==> src/rtl/mem_arbiter.sv <==
// mem_arbiter: two-requester arbiter in front of a single-port data RAM.
// Requester 0 has fixed priority; a starvation counter guarantees requester 1 progress.
module mem_arbiter #(
    parameter int ADDR_WIDTH = 16,
    parameter int DATA_WIDTH = 16,
    parameter int MAX_WAIT   = 4
) (
    input  logic                  clock,
    input  logic                  reset,
    input  logic                  m0_req,
    input  logic                  m0_we,
    input  logic [ADDR_WIDTH-1:0] m0_addr,
    input  logic [DATA_WIDTH-1:0] m0_wdata,
    output logic                  m0_gnt,
    output logic                  m0_rvalid,
    output logic [DATA_WIDTH-1:0] m0_rdata,
    input  logic                  m1_req,
    input  logic                  m1_we,
    input  logic [ADDR_WIDTH-1:0] m1_addr,
    input  logic [DATA_WIDTH-1:0] m1_wdata,
    output logic                  m1_gnt,
    output logic                  m1_rvalid,
    output logic [DATA_WIDTH-1:0] m1_rdata,
    output logic                  ram_read_enable,
    output logic                  ram_write_enable,
    output logic [ADDR_WIDTH-1:0] ram_address,
    output logic [DATA_WIDTH-1:0] ram_write_data,
    input  logic [DATA_WIDTH-1:0] ram_read_data,
    output logic [15:0]           stall_count
);

    typedef enum logic [1:0] {
        S_IDLE = 2'd0,
        S_RD0  = 2'd1,
        S_RD1  = 2'd2
    } state_t;

    localparam logic [3:0] LP_MAX = 4'(MAX_WAIT);

    state_t                r_state;
    logic [3:0]            r_starve;
    logic [15:0]           r_stall;

    logic                  w_force1;
    logic                  w_gnt0;
    logic                  w_gnt1;
    logic                  w_we;
    logic [ADDR_WIDTH-1:0] w_addr;
    logic [DATA_WIDTH-1:0] w_wdata;
    logic                  w_stall;

    // Grant decision; grants are masked while reset is low so nothing reaches the RAM.
    always_comb begin
        w_force1 = (r_starve == LP_MAX) && m1_req;
        w_gnt1   = reset && (w_force1 || (!m0_req && m1_req));
        w_gnt0   = reset && m0_req && !w_force1;
        w_stall  = (m0_req && !w_gnt0) || (m1_req && !w_gnt1);
    end

    // Route the winning requester onto the RAM port; zeros when idle.
    always_comb begin
        w_we    = 1'b0;
        w_addr  = '0;
        w_wdata = '0;
        if (w_gnt0) begin
            w_we    = m0_we;
            w_addr  = m0_addr;
            w_wdata = m0_wdata;
        end else if (w_gnt1) begin
            w_we    = m1_we;
            w_addr  = m1_addr;
            w_wdata = m1_wdata;
        end
    end

    assign m0_gnt           = w_gnt0;
    assign m1_gnt           = w_gnt1;
    assign ram_read_enable  = (w_gnt0 || w_gnt1) && !w_we;
    assign ram_write_enable = (w_gnt0 || w_gnt1) && w_we;
    assign ram_address      = w_addr;
    assign ram_write_data   = w_wdata;

    assign m0_rvalid   = (r_state == S_RD0);
    assign m1_rvalid   = (r_state == S_RD1);
    assign m0_rdata    = m0_rvalid ? ram_read_data : '0;
    assign m1_rdata    = m1_rvalid ? ram_read_data : '0;
    assign stall_count = r_stall;

    // Read-return FSM: remember who owns the read data arriving next cycle.
    always_ff @(posedge clock or negedge reset) begin
        if (!reset) begin
            r_state <= S_IDLE;
        end else begin
            if (w_gnt0 && !m0_we) begin
                r_state <= S_RD0;
            end else if (w_gnt1 && !m1_we) begin
                r_state <= S_RD1;
            end else begin
                r_state <= S_IDLE;
            end
        end
    end

    // Starvation counter for requester 1, saturating at MAX_WAIT.
    always_ff @(posedge clock or negedge reset) begin
        if (!reset) begin
            r_starve <= 4'd0;
        end else if (m1_req && !w_gnt1) begin
            if (r_starve != LP_MAX) begin
                r_starve <= r_starve + 4'd1;
            end
        end else begin
            r_starve <= 4'd0;
        end
    end

    // Saturating count of cycles in which any request was refused.
    always_ff @(posedge clock or negedge reset) begin
        if (!reset) begin
            r_stall <= 16'd0;
        end else if (w_stall && (r_stall != 16'hFFFF)) begin
            r_stall <= r_stall + 16'd1;
        end
    end

endmodule

==> config.mk <==
export PLATFORM = sky130hd
export DESIGN_NAME = mem_arbiter
export DESIGN_NICKNAME = d
export VERILOG_FILES = /design/src/rtl/mem_arbiter.sv
export SDC_FILE = /design/constraint.sdc
export NUM_CORES = 1
export LEC_CHECK = 0
export CELL_PAD_IN_SITES_DETAIL_PLACEMENT = 1
export CELL_PAD_IN_SITES_GLOBAL_PLACEMENT = 1
export CORE_MARGIN = 3
export CORE_UTILIZATION = 18
export DETAILED_ROUTE_END_ITERATION = 12
export PLACE_DENSITY_LB_ADDON = 0.08
export SETUP_SLACK_MARGIN = 0.05
export SYNTH_ARGS = -nofsm -noshare
export SYNTH_HDL_FRONTEND = slang
export SYNTH_SLANG_ARGS = --single-unit
==> constraint.sdc <==
create_clock -name clock -period 2.2 [get_ports clock]
set_clock_uncertainty 0.05 [all_clocks]
set_input_delay 0.22 -clock clock [delete_from_list [all_inputs] [get_ports clock]]
set_output_delay 0.22 -clock clock [all_outputs]
set_load 0.02 [all_outputs]
==> impl_metrics.env, run 1 <==
export IMPL_status="finished with violations"
export IMPL_violations="setup timing"
export IMPL_dp_hpwl_um=6620
export IMPL_synthesis_nets=265
export IMPL_clockBufferDepth=2
export IMPL_clock_sinks=22
export IMPL_synth_cells=176
export IMPL_period_share_pct=101.5
export IMPL_drtIter0Drc=16
export IMPL_arrival_ps=1960
export IMPL_max_cap_violations=0
export IMPL_die_h_um=100.7
export IMPL_path_cells="inv_2 > ha_4 > and3b_1 > o211ai_1 > inv_2 > buf_12 > a22o_1 > buf_4"
export IMPL_vias=2018
export IMPL_min_path_type="input port to asynchronous set/reset pin"
export IMPL_cts_clk_slew_worst_paths_ps=90
export IMPL_cts_tree="yes"
export IMPL_synthDominantCellAreaShare_pct=34.11
export IMPL_h_tree_depth=1
export IMPL_start_util_pct=19.07
export IMPL_synth_edf_count=0
export IMPL_rows=33
export IMPL_pwr_share_comb_pct=46.3
export IMPL_setup_viol=6
export IMPL_area_growth_pct=122.5
export IMPL_clkPwrFrac_pct=21.9
export IMPL_routed_wl_um=7881
export IMPL_synth_top_cells_by_count="and2_1, a22o_1, dfrtp_1"
export IMPL_regToRegSetupSlack_ps=330
export IMPL_period_minus_slack_ps=2233
export IMPL_syn_area_um2=1614
export IMPL_critPathCaptureType="primary output"
export IMPL_layout_drive_gt1_share_pct=19.73
export IMPL_synth_area_leaders="dfrtp_1, a22o_1, and2_1, xnor2_1, xor2_1"
export IMPL_max_freq_mhz=447.9
export IMPL_first_pass_iters=4
export IMPL_final_nets=455
export IMPL_place_congestion=0.7319
export IMPL_io_pins=172
export IMPL_start_kind="register"
export IMPL_worstPathRequired_ps=1930
export IMPL_p_seq_share_pct=31.8
export IMPL_synth_top_family_by_area="simple AND/OR/NAND/NOR gates"
export IMPL_p_sw_mw=0.5737
export IMPL_muxShareOfSynthArea_pct=1.395
export IMPL_grt_pass1_vias=2041
export IMPL_worstRegToRegCells=6
export IMPL_switching_share_pct=33.04
export IMPL_synth_top_flop_cell="dfrtp_1"
export IMPL_grt_pass1_wl_um=11770
export IMPL_r2r_start="stall_count[0]"
export IMPL_internal_power_mw=1.163
export IMPL_reg2reg_to="stall_count[13]"
export IMPL_yosys_area_share_xor_xnor_pct=8.682
export IMPL_power_per_cell_area_nw_per_um2=483.6
export IMPL_grt_overflow=0
export IMPL_num_antenna_cells=0
export IMPL_antenna_found_initial=0
export IMPL_synthSimpleGateAreaFrac_pct=28.45
export IMPL_ys_types=28
export IMPL_startpoint="r_starve[1]"
export IMPL_antenna_left=0
export IMPL_die_x_um=100.7
export IMPL_worst_slack_ps=-32.76
export IMPL_drv_slew=0
export IMPL_syn_area_per_cell_um2=9.171
export IMPL_fin_area_um2=3591
export IMPL_clockRootBuffer="clkbuf_8"
export IMPL_seq_area_frac_synth_pct=34.11
export IMPL_synth_most_common_cell="and2_1"
export IMPL_io_buffers=171
export IMPL_ir_drop_uv=541.9
export IMPL_hold_viol=0
export IMPL_ys_warn_count=0
export IMPL_die_area_um2=10140
export IMPL_crit_top_cell="inv_2"
export IMPL_synth_compound_area_share_pct=20.54
export IMPL_clock_latency_ps=260
export IMPL_tightest_slew_ps=312.9
export IMPL_track_usage_pct=14.58
export IMPL_slew_headroom_pct=79.14
export IMPL_critPathKind="register to primary output"
export IMPL_static_leakage_power_nw=1.576
export IMPL_ctsHoldBuffers=0
export IMPL_synthAdderAreaFrac_pct=3.023
export IMPL_cp_num_buf_inv=4
export IMPL_placed_area_um2=3577
export IMPL_coreArea_um2=8464
export IMPL_wl_per_cell_um=16.77
export IMPL_grt_max_degree=25
export IMPL_crit_fanout=24
export IMPL_async_flop_share_pct=100.0
export IMPL_synth_top_cell_by_area="dfrtp_1"
export IMPL_drc=0
export IMPL_cts_buffers_inserted=3
export IMPL_slowest_stage="dfrtp_1"
export IMPL_crit_family="buffers and inverters"
export IMPL_pre_cts_slack_ps=-211.6
export IMPL_rsz0062_at_grt="true"
export IMPL_slowest_delay_ps=370
export IMPL_ys_seq_elements=22
export IMPL_routed_via_density=4.294
==> how the worst max path moves through the flow <==
stage	to	slack, ps	cells past startpoint
floorplan	ram_address[10]	290	7
global placement	ram_address[8]	-150	8
detailed placement	ram_address[8]	-210	8
CTS	ram_address[8]	-60	8
global route	ram_address[10]	-140	8
finish	ram_address[8]	-30	8
==> what timing repair did <==
| item | CTS | global route |
|---|---|---|
| pin swaps | 3 | 4 |
| buffers inserted | 1 | 1 |
| cloned | 1 | 0 |
| endpoints found under the setup margin | 36 | 36 |
| gates resized for setup | 158 | 12 |
==> per-stage QoR <==
stage	hold WS, ps	setup TNS (ps)	util, %	total power, mW	instances
finish	366.5	-100.4	42.42	1.737	470
global route	395.0	-3435	42.42	1.848	470
CTS	367.5	-649.7	41.94	1.755	469
detailed placement	448.0	-5337	42.26	1.381	463
global placement	437.1	-3294	42.26	1.374	463
floorplan	-125.6	0	-	0.8975	176
==> state kept, by name, indices dropped and copies added (netlist names) <==
name         cells
r_state          2
r_starve         4
stall_count     16
==> per-layer routing <==
metal | track usage, % | routed length, µm
met5 | 0 | 0
met1 | 17.89 | 3067
met4 | 2.383 | 62
met3 | 3.322 | 757
met2 | 26.23 | 3993
==> final cells by class <==
class	instances	area (µm²)
clock buffers	3	41.29
clock inverters	1	30.03
fillers	992	4873
inverters	5	18.77
multi-input cells	140	1020
flip-flops and latches	22	550.5
well taps	105	131.4
repair buffers	194	1799
==> power groups by stage <==
| stage | Clock, mW | Combinational, mW | Sequential [mW] |
|---|---|---|---|
| finish | 0.381 | 0.804 | 0.552 |
| global route | 0.421 | 0.863 | 0.564 |
| CTS | 0.396 | 0.805 | 0.553 |
| detailed placement | 0 | 0.823 | 0.558 |
| global placement | 0 | 0.816 | 0.559 |
| floorplan | 0 | 0.280 | 0.618 |
==> cell families after synthesis <==
family                   after synthesis
AO/OA/AOI/OAI                         37
XOR/XNOR                              16
adder cells (fa/ha/maj)                4
buffers and inverters                 14
flip-flops                            22
multiplexers                           2
AND/OR/NAND/NOR                       81
==> layout by cell type (no fill, tap or decap), types with 2 or more instances in the layout <==
master / Yosys / routed
a22o_1: 34 / 34
buf_2: 7 / 23
xor2_1: 5 / 5
dfrtp_1: 22 / 22
mux2_2: 2 / 2
ha_1: 3 / 2
nand3_1: 8 / 8
and2_1: 35 / 35
and3_1: 3 / 2
nand4_1: 5 / 5
nor2b_1: 3 / 3
nand2_1: 9 / 9
inv_1: 4 / 2
clkdlybuf4s50_1: 0 / 135
clkbuf_8: 0 / 3
buf_6: 0 / 12
buf_4: 0 / 21
nor2_1: 11 / 11
inv_2: 1 / 3
xnor2_1: 11 / 11
Power figures use the tool's default switching activity.
==> inputs of run 2 (changes only) <==
--- a/config.mk
+++ b/config.mk
@@ -5,10 +5,12 @@
 export SDC_FILE = /design/constraint.sdc
 export NUM_CORES = 1
 export LEC_CHECK = 0
+export ABC_CLOCK_PERIOD_IN_PS = 2200
 export CELL_PAD_IN_SITES_DETAIL_PLACEMENT = 1
 export CELL_PAD_IN_SITES_GLOBAL_PLACEMENT = 1
 export CORE_MARGIN = 3
 export CORE_UTILIZATION = 18
+export CTS_CLUSTER_DIAMETER = 80
 export DETAILED_ROUTE_END_ITERATION = 12
 export PLACE_DENSITY_LB_ADDON = 0.08
 export SETUP_SLACK_MARGIN = 0.05
==> results of run 2 <==
Final layout, timing and power as in run 1 (identical DEF).
==> inputs of run 3 (changes only) <==
--- a/config.mk
+++ b/config.mk
@@ -12,7 +12,7 @@
 export CORE_UTILIZATION = 18
 export CTS_CLUSTER_DIAMETER = 80
 export DETAILED_ROUTE_END_ITERATION = 12
-export PLACE_DENSITY_LB_ADDON = 0.08
+export PLACE_DENSITY_LB_ADDON = 0.1
 export SETUP_SLACK_MARGIN = 0.05
 export SYNTH_ARGS = -nofsm -noshare
 export SYNTH_HDL_FRONTEND = slang
==> impl_metrics.env, run 3 (synthesis results as in run 1) <==
export IMPL_status="finished with violations"
export IMPL_violations="setup timing"
export IMPL_layout_drive_gt1_share_pct=19.56
export IMPL_grt_pass1_wl_um=11700
export IMPL_wl_per_cell_um=16.84
export IMPL_placed_area_um2=3575
export IMPL_grt_pass1_vias=2009
export IMPL_slowest_stage="dfrtp_1"
export IMPL_placedCellCount=461
export IMPL_period_minus_slack_ps=2216
export IMPL_stdcell_count=468
export IMPL_grt_overflow=0
export IMPL_grt_max_degree=26
export IMPL_die_x_um=100.7
export IMPL_die_h_um=100.7
export IMPL_final_nets=453
export IMPL_postLayoutCoreUtil_pct=42.69
export IMPL_hold_viol=0
export IMPL_num_antenna_cells=0
export IMPL_period_share_pct=100.7
export IMPL_clock_sinks=22
export IMPL_clockBufferDepth=2
export IMPL_drtIter0Drc=38
export IMPL_min_path_type="input port to asynchronous set/reset pin"
export IMPL_dp_hpwl_um=6611
export IMPL_vias=2073
export IMPL_critPathCaptureType="primary output"
export IMPL_start_kind="register"
export IMPL_rsz0062_at_grt="true"
export IMPL_coreArea_um2=8464
export IMPL_arrival_ps=1950
export IMPL_cts_clk_slew_worst_paths_ps=80
export IMPL_drc=0
export IMPL_h_tree_depth=1
export IMPL_crit_fanout=25
export IMPL_place_congestion=0.7763
export IMPL_die_area_um2=10140
export IMPL_start_util_pct=19.07
export IMPL_tightest_slew_ps=327.1
export IMPL_drv_slew=0
export IMPL_p_total_mw=1.666
export IMPL_routed_via_density=4.429
export IMPL_ir_drop_uv=398.7
export IMPL_critPathKind="register to primary output"
export IMPL_power_per_cell_area_nw_per_um2=461.0
export IMPL_worstPathRequired_ps=1930
export IMPL_crit_top_cell="inv_2"
export IMPL_antenna_left=0
export IMPL_io_pins=172
export IMPL_cts_tree="yes"
export IMPL_static_leakage_power_nw=1.572
export IMPL_track_usage_pct=14.36
export IMPL_routed_wl_um=7883
export IMPL_worst_slack_ps=-15.51
export IMPL_max_freq_mhz=451.4
export IMPL_slowest_delay_ps=370
export IMPL_cts_buffers_inserted=3
export IMPL_area_growth_pct=123.9
export IMPL_io_buffers=171
export IMPL_pre_cts_slack_ps=-166.7
export IMPL_path_cells="inv_2 > ha_4 > and3b_1 > o211ai_1 > inv_2 > buf_12 > a22o_1 > buf_2"
export IMPL_fin_area_um2=3613
export IMPL_first_pass_iters=4
export IMPL_setup_viol=6
export IMPL_clock_latency_ps=260
export IMPL_layout_common_cells="clkdlybuf4s50_1, and2_1, a22o_1"
export IMPL_slew_headroom_pct=78.11
export IMPL_final_common_cell="clkdlybuf4s50_1"
export IMPL_antenna_found_initial=0
export IMPL_largest_reg_flops=16
export IMPL_rows=33
export IMPL_clockRootBuffer="clkbuf_8"
export IMPL_max_cap_violations=0
-- run 3: through the flow --
step,hold slack [ps],TNS [ps]
after global placement,440.9,-4883
after global routing,416.8,-4151
after floorplan,-125.6,0
after detailed placement,448.2,-4826
final,372.6,-32.05
after CTS,377.3,-89.29
-- run 3: worst paths after layout --
path,from,slack [ps],to,cells after the start
max,r_starve[0],-20,ram_write_data[4],8
min,reset,370,stall_count[13],2
max reg2reg,stall_count[0],320,stall_count[13],6
min reg2reg,stall_count[8],450,stall_count[8],1
max in group asynchronous,reset,1490,stall_count[6],2
min in group clock,stall_count[8],450,stall_count[8],1
-- run 3: critical path: cells and delay by family (launching register included) --
family	cells	cell delay, ps
buf+inv	4	500
compound gates	2	490
flops	1	370
simple gates	1	180
fa+ha+maj	1	150
-- run 3: repair_timing --
item,in CTS,in global routing
gates cloned,1,0
hold buffers,0,0
gates resized for setup,168,18
buffers inserted,0,2
pin swaps,6,2
setup endpoints to repair,36,36
-- run 3: report_power, final --
| part | switching [mW] | internal (mW) |
|---|---|---|
| combinational | 0.364 | 0.459 |
| clock | 0.132 | 0.159 |
| sequential | 0.0810 | 0.470 |
| total | 0.577 | 1.09 |
-- run 3: routing by layer --
metal  share of wire, %  track usage (%)
met3                9.6            2.976
met1                 40            18.57
met4               0.24            1.554
met5                  0                0
met2                 51            25.32
-- run 3: layout make-up --
type                       count  area, µm²
fill                         993       4851
timing repair buffer         192       1836
multi-input combinational    140       1022
sequential                    22      550.5
tap                          105      131.4
clock buffer                   4      55.05
inverter                       5      18.77
